[src/rtl/trace_cfg_pkg.sv]
// Shared types for the trace configuration sequencer: FSM states, the
// reserved idle ID and the layout of one buffered firmware-write command.
package trace_cfg_pkg;

    localparam logic [7:0] CFG_IDLE_ID    = 8'hFF;
    localparam int         CFG_MAX_CHAINS = 4;
    localparam int         CFG_CHAIN_W    = $clog2(CFG_MAX_CHAINS);

    typedef enum logic [1:0] {
        TRACE  = 2'd0,
        DRAIN  = 2'd1,
        CONFIG = 2'd2,
        RESUME = 2'd3
    } cfg_state_t;

    typedef struct packed {
        logic [7:0]             configId;
        logic [CFG_CHAIN_W-1:0] chain;
        logic [7:0]             data;
        logic                   last;
    } cfg_entry_t;

endpackage

[src/rtl/cfg_fifo.sv]
// Small synchronous FIFO holding queued configuration commands. Depth must be
// a power of two so the read/write pointers wrap naturally.
module cfg_fifo #(
    parameter int  DEPTH = 8,
    parameter type T     = logic [7:0]
) (
    input  logic clk,
    input  logic reset,
    input  logic i_push,
    input  logic i_pop,
    input  T     i_wdata,
    output T     o_rdata,
    output logic o_full,
    output logic o_empty
);

    localparam int AW = $clog2(DEPTH);

    T              r_mem [DEPTH];
    logic [AW-1:0] r_wrPtr;
    logic [AW-1:0] r_rdPtr;
    logic [AW:0]   r_count;
    logic          w_doPush;
    logic          w_doPop;

    assign w_doPush = i_push && !o_full;
    assign w_doPop  = i_pop && !o_empty;
    assign o_full   = (r_count == (AW+1)'(DEPTH));
    assign o_empty  = (r_count == '0);
    assign o_rdata  = r_mem[r_rdPtr];

    // Storage array: written on accepted pushes, contents need no reset
    always_ff @(posedge clk) begin
        if (w_doPush) begin
            r_mem[r_wrPtr] <= i_wdata;
        end
    end

    // Pointers and occupancy; simultaneous push and pop keep the count
    always_ff @(posedge clk or posedge reset) begin
        if (reset) begin
            r_wrPtr <= '0;
            r_rdPtr <= '0;
            r_count <= '0;
        end else begin
            if (w_doPush) r_wrPtr <= r_wrPtr + AW'(1);
            if (w_doPop)  r_rdPtr <= r_rdPtr + AW'(1);
            case ({w_doPush, w_doPop})
                2'b10:   r_count <= r_count + (AW+1)'(1);
                2'b01:   r_count <= r_count - (AW+1)'(1);
                default: r_count <= r_count;
            endcase
        end
    end

endmodule

[src/rtl/trace_config_sequencer.sv]
// Buffers host firmware-write commands and, once a batch is committed, takes
// the trace pipeline out of tracing, replays the batch one beat per cycle on
// the broadcast config bus, then returns the pipeline to tracing.
// Optional feature macro CFG_DRAIN_EN: wait for DRAIN_CYCLES quiet cycles of
// trace_valid before leaving tracing.
module trace_config_sequencer
    import trace_cfg_pkg::*;
#(
    parameter int  MAX_CHAINS   = 4,
    parameter int  FIFO_DEPTH   = 8,
    parameter int  DRAIN_CYCLES = 4,
    localparam int CHAIN_W      = $clog2(MAX_CHAINS)
) (
    input  logic               clk,
    input  logic               reset,
    input  logic               cmd_valid,
    output logic               cmd_ready,
    input  logic [7:0]         cmd_config_id,
    input  logic [CHAIN_W-1:0] cmd_chain,
    input  logic [7:0]         cmd_data,
    input  logic               cmd_last,
    input  logic               trace_valid,
    output logic               tracing,
    output logic [7:0]         configId,
    output logic [7:0]         configData,
    output logic [CHAIN_W-1:0] chainId,
    output logic               busy,
    output logic               done,
    output logic               err
);

    localparam int PW = $clog2(FIFO_DEPTH + 1);

    cfg_state_t         r_state;
    cfg_state_t         w_stateNext;
    logic [PW-1:0]      r_pending;
    logic               r_wasResume;
    logic               r_tracing;
    logic [7:0]         r_configId;
    logic [7:0]         r_configData;
    logic [CHAIN_W-1:0] r_chainId;
    logic               r_busy;
    logic               r_done;
    logic               r_err;

    logic               w_full;
    logic               w_empty;
    logic               w_push;
    logic               w_pop;
    cfg_entry_t         w_pushEntry;
    cfg_entry_t         w_head;
    logic               w_tracingNext;
    logic [7:0]         w_idNext;
    logic [7:0]         w_dataNext;
    logic [CHAIN_W-1:0] w_chainNext;
    logic               w_doneNext;

    assign cmd_ready  = !w_full;
    assign w_push     = cmd_valid && !w_full;
    assign w_pop      = (r_state == CONFIG) && !w_empty;

    assign w_pushEntry.configId = cmd_config_id;
    assign w_pushEntry.chain    = CFG_CHAIN_W'(cmd_chain);
    assign w_pushEntry.data     = cmd_data;
    assign w_pushEntry.last     = cmd_last;

    assign tracing    = r_tracing;
    assign configId   = r_configId;
    assign configData = r_configData;
    assign chainId    = r_chainId;
    assign busy       = r_busy;
    assign done       = r_done;
    assign err        = r_err;

    cfg_fifo #(
        .DEPTH (FIFO_DEPTH),
        .T     (cfg_entry_t)
    ) u_fifo (
        .clk     (clk),
        .reset   (reset),
        .i_push  (w_push),
        .i_pop   (w_pop),
        .i_wdata (w_pushEntry),
        .o_rdata (w_head),
        .o_full  (w_full),
        .o_empty (w_empty)
    );

`ifdef CFG_DRAIN_EN
    localparam int QW = $clog2(DRAIN_CYCLES + 1);

    logic [QW-1:0] r_quiet;
    logic [QW-1:0] w_quietNext;

    assign w_quietNext = trace_valid ? '0 : (r_quiet + QW'(1));

    // Quiet-cycle counter: only runs while draining, restarts on any traffic
    always_ff @(posedge clk or posedge reset) begin
        if (reset) begin
            r_quiet <= '0;
        end else if (r_state == DRAIN) begin
            r_quiet <= w_quietNext;
        end else begin
            r_quiet <= '0;
        end
    end
`else
    logic w_unusedDrain;
    assign w_unusedDrain = trace_valid ^ (DRAIN_CYCLES == 0);
`endif

    // Committed-batch counter: +1 on accepting a last entry, -1 on popping one
    always_ff @(posedge clk or posedge reset) begin
        if (reset) begin
            r_pending <= '0;
        end else begin
            case ({w_push && cmd_last, w_pop && w_head.last})
                2'b10:   r_pending <= r_pending + PW'(1);
                2'b01:   r_pending <= r_pending - PW'(1);
                default: r_pending <= r_pending;
            endcase
        end
    end

    // Next state plus the values the registered bus outputs take next edge
    always_comb begin
        w_stateNext   = r_state;
        w_tracingNext = 1'b1;
        w_idNext      = CFG_IDLE_ID;
        w_dataNext    = '0;
        w_chainNext   = '0;
        w_doneNext    = 1'b0;
        case (r_state)
            TRACE: begin
                w_doneNext = r_wasResume;
                if (r_pending != '0) begin
`ifdef CFG_DRAIN_EN
                    w_stateNext = DRAIN;
`else
                    w_stateNext = CONFIG;
`endif
                end
            end
            DRAIN: begin
`ifdef CFG_DRAIN_EN
                if (w_quietNext == QW'(DRAIN_CYCLES)) begin
                    w_stateNext = CONFIG;
                end
`else
                w_stateNext = CONFIG;
`endif
            end
            CONFIG: begin
                w_tracingNext = 1'b0;
                if (w_pop) begin
                    w_idNext    = w_head.configId;
                    w_chainNext = CHAIN_W'(w_head.chain);
                    w_dataNext  = w_head.data;
                    if (w_head.last) begin
                        w_stateNext = RESUME;
                    end
                end
            end
            RESUME: begin
                w_tracingNext = 1'b0;
                w_stateNext   = TRACE;
            end
            default: begin
                w_stateNext = TRACE;
            end
        endcase
    end

    // State register and registered bus/status outputs
    always_ff @(posedge clk or posedge reset) begin
        if (reset) begin
            r_state      <= TRACE;
            r_wasResume  <= 1'b0;
            r_tracing    <= 1'b1;
            r_configId   <= CFG_IDLE_ID;
            r_configData <= '0;
            r_chainId    <= '0;
            r_busy       <= 1'b0;
            r_done       <= 1'b0;
        end else begin
            r_state      <= w_stateNext;
            r_wasResume  <= (r_state == RESUME);
            r_tracing    <= w_tracingNext;
            r_configId   <= w_idNext;
            r_configData <= w_dataNext;
            r_chainId    <= w_chainNext;
            r_busy       <= (w_stateNext != TRACE);
            r_done       <= w_doneNext;
        end
    end

    // Sticky error: FIFO filled up without any committed batch to drain it
    always_ff @(posedge clk or posedge reset) begin
        if (reset) begin
            r_err <= 1'b0;
        end else if (w_full && (r_pending == '0)) begin
            r_err <= 1'b1;
        end
    end

endmodule

[config.mk]
export PLATFORM = sky130hd
export DESIGN_NAME = trace_config_sequencer
export DESIGN_NICKNAME = d
export VERILOG_FILES = /design/src/rtl/trace_cfg_pkg.sv /design/src/rtl/cfg_fifo.sv /design/src/rtl/trace_config_sequencer.sv
export SDC_FILE = /design/constraint.sdc
export NUM_CORES = 1
export LEC_CHECK = 0
export CORE_UTILIZATION = 45
export DETAILED_ROUTE_END_ITERATION = 10
export SKIP_CTS_REPAIR_TIMING = 1
export SYNTH_ARGS = -nofsm -noshare
export SYNTH_HDL_FRONTEND = slang
export SYNTH_SLANG_ARGS = --single-unit
export TNS_END_PERCENT = 30
[constraint.sdc]
create_clock -name clk -period 2.95 [get_ports clk]
set_input_delay 0.295 -clock clk [delete_from_list [all_inputs] [get_ports clk]]
set_output_delay 0.295 -clock clk [all_outputs]
set_load 0.05 [all_outputs]
==> reports/metrics.yaml <==
status:
  status: "complete, no violations"
worst_setup_path:
  worst-path-max-fanout: 6
  startpoint_type: "flip-flop"
  cp-endpoint: "u_fifo.r_count[2]"
  r2r-start: "u_fifo.r_count[2]"
  critPathKind: "flip-flop to flip-flop"
  cp_num_cells: 12
  critical-path-top-delay-family: "simple AND/OR/NAND/NOR gates"
  regToRegSetupSlack_ns: 0.43
  cp.arrival_ns: 2.83
  endpoint_kind: "flip-flop"
  path_cells: "or3_1 > nor2_1 > inv_1 > and2_4 > inv_2 > ha_1 > xor2_1 > ha_1 > a21oi_1 > xor2_1 > nor2_1 > xor2_1"
  rr_worst_depth: 12
  crit_required_ns: 3.26
  setup.worst_path.start: "u_fifo.r_count[2]"
  cpMostUsedCell: "xor2_1"
  critical_path_buf_inv_count: 2
  cp_slowest_cell: "or3_1"
  r2r-end: "u_fifo.r_count[2]"
  critical-path-max-stage-delay_ns: 0.43
die:
  core_area_um2: 16000
  pin_count: 46
  start_util_pct: 46.6
  die-area_um2: 17100
  core.rowCount: 46
  die_h_um: 131
  die_w_um: 131
global_routing:
  antenna_found_initial: 0
  grt_max_degree: 39
  grt_usage_pct: 17.2
  grt_pass1_wl_mm: 20.5
  grt_pass1_vias: 3624
  grt.overflow.total: 0
routing:
  dr.first_iter.drc_count: 190
  viasPerCell: 5.13
  wl_met2_mm: 6.79
  top_layer: "met4"
  m1WireLength_mm: 5.75
  vias: 3430
  drt-total-wl_mm: 13.1
  drc: 0
  drt-pass1-iter-count: 4
  ant_nets: 0
  dr_wl_met3_um: 362
  wire_per_inst_um: 19.5
synthesis:
  synth_seq_cells: 191
  synth-edff-count: 152
  synth_compound_area_share_pct: 1.19
  synth_area_leaders: "edfxtp_1, dfrtp_1, mux4_2, dfstp_2, mux2i_1"
  syn_inst: 375
  ys_types: 36
  yosysWarnings: 0
  synth_simple_gate_area_share_pct: 3.96
  syn_area_um2: 7450
  yosysTopAreaCell: "edfxtp_1"
  synth_most_common_cell: "edfxtp_1"
  synth_common_cells: "edfxtp_1, mux4_2, dfrtp_1, mux2i_1, nor2_1"
  synthFlopType: "edfxtp_1"
  muxShareOfSynthArea_pct: 14.7
  syn_nets: 410
  synthAdderAreaFrac_pct: 2.01
  async_reset_ff_share_pct: 20.4
  synth_top_family_by_area: "multiplexers"
  synth_xor_area_share_pct: 1.53
  synth.avg_cell_area_um2: 19.9
  yosysSeqAreaShare_pct: 74.5
  synth_top_area_share_pct: 61.2
clocking:
  cts_buffer_depth: 2
  clk_pin_slew_ns: 0.07
  cts_tree: "done"
  numCtsBuffers: 17
  root_buffer: "clkbuf_16"
  clock_latency_ns: 0.43
  clkSinkCount: 191
  h-tree-depth: 4
sta:
  final_hold_viol_count: 0
  setup_viol: 0
  timing.final.crit_share_pct: 85.4
  slew_violations: 0
  worst_pin_slew_ns: 0.871
  max_freq_ghz: 0.397
  finClkSkew_ns: 0.00889
  slew_headroom_pct: 41.6
  grt_setup_unrepaired: "false"
  min_period_ns: 2.52
finish:
  final_cells: 669
  nNetsFinal: 475
  drive_gt1_share_pct: 22.7
  multi_input_area_um2: 1770
  nFillCells: 1289
  regArea_um2: 5550
  antenna_cells: 0
  area_growth_pct: 17.7
  design_area_um2: 8780
power:
  totalPowerFinal_w: 0.00522
  p_leak_nw: 3.01
  powerDensity_nw_per_um2: 595
  irDropWorstVdd_mv: 0.478
place:
  port_buffers: 44
  placedCellCount: 637
  gp_congestion: 0.713
  place_area_um2: 8180
  dpl.hpwl_mm: 7.99
run:
  max_cap_viol_count: 0
hold_path:
  hold_path_class: "input port to asynchronous set/reset pin"
-- worst register-to-register path, cell delays in order, from the launching register on --
cell and delay, ns:
dfrtp_1 0.42, or3_1 0.43, nor2_1 0.15, inv_1 0.07, and2_4 0.19, inv_2 0.10, ha_1 0.26, xor2_1 0.10
ha_1 0.18, a21oi_1 0.14, xor2_1 0.16, nor2_1 0.07, xor2_1 0.13
-- worst min path at each step --
| stage | end | cells past startpoint |
|---|---|---|
| detailed placement | err | 1 |
| global route | done | 2 |
| floorplan | u_fifo.r_mem[0][0] | 0 |
| finish | u_fifo.r_count[2] | 2 |
| global placement | err | 1 |
| CTS | done | 2 |
-- sequential cells by signal (all words and copies together) (netlist names) --
signal,cells
busy,1
chainId,2
configData,8
configId,8
done,1
err,1
r_pending,4
r_state,2
r_wasResume,1
tracing,1
u_fifo.r_count,4
u_fifo.r_mem,152
u_fifo.r_rdPtr,3
u_fifo.r_wrPtr,3
-- layout by cell type, fill, tap and decap left out, types with 5 or more instances in the layout --
cell type        synthesis  layout
edfxtp_1               152     152
clkdlybuf4s50_1          0      44
mux4_2                  31      31
dfrtp_1                 30      29
mux2i_1                 22      22
nand2_1                 21      21
clkbuf_16                0      17
nor2_1                  22      16
buf_4                    0      15
ha_1                    12      12
dfstp_2                  9       9
xor2_1                   7       7
xnor2_1                  6       6
inv_1                    7       6
mux4_1                   6       6
nor2_2                   0       6
inv_6                    0       5
-- layer usage --
layer | track usage [%] | vias up
met3 | 4.23 | 11
met5 | 0 | -
met1 | 21.8 | 1772
met2 | 28.9 | 55
met4 | 6.09 | 0
li1 | - | 1592
-- power breakdown --
| group | internal (W) | switching, W |
|---|---|---|
| sequential | 0.00291 | 0 |
| clock | 0.00116 | 0.00109 |
| combinational | 0.0000257 | 0.0000387 |
| total | 0.00410 | 0.00112 |
-- through the flow --
stage | TNS, ns | hold slack [ns] | util [%] | setup slack [ns]
floorplan | -1.53 | 0.394 | - | -0.0804
global placement | 0 | 0.444 | 51.1 | 0.411
detailed placement | 0 | 0.445 | 51.1 | 0.380
CTS | 0 | 0.280 | 54.9 | 0.365
global route | 0 | 0.316 | 54.9 | 0.233
finish | 0 | 0.259 | 54.9 | 0.431
-- area by class of cell --
class,count,share of cell area [%]
Timing Repair Buffer,59,6.30
Clock inverter,14,1.82
Tap cell,216,3.08
Sequential cell,191,63.3
Clock buffer,18,5.00
Inverter,8,0.342
Multi-Input combinational cell,163,20.2
-- logic make-up after synthesis --
logic type      Yosys count
simple gates             63
buf+inv                  21
xor+xnor                 13
flops                   191
mux                      61
compound gates           14
fa+ha+maj                12
(Power assumes the default switching activity.)
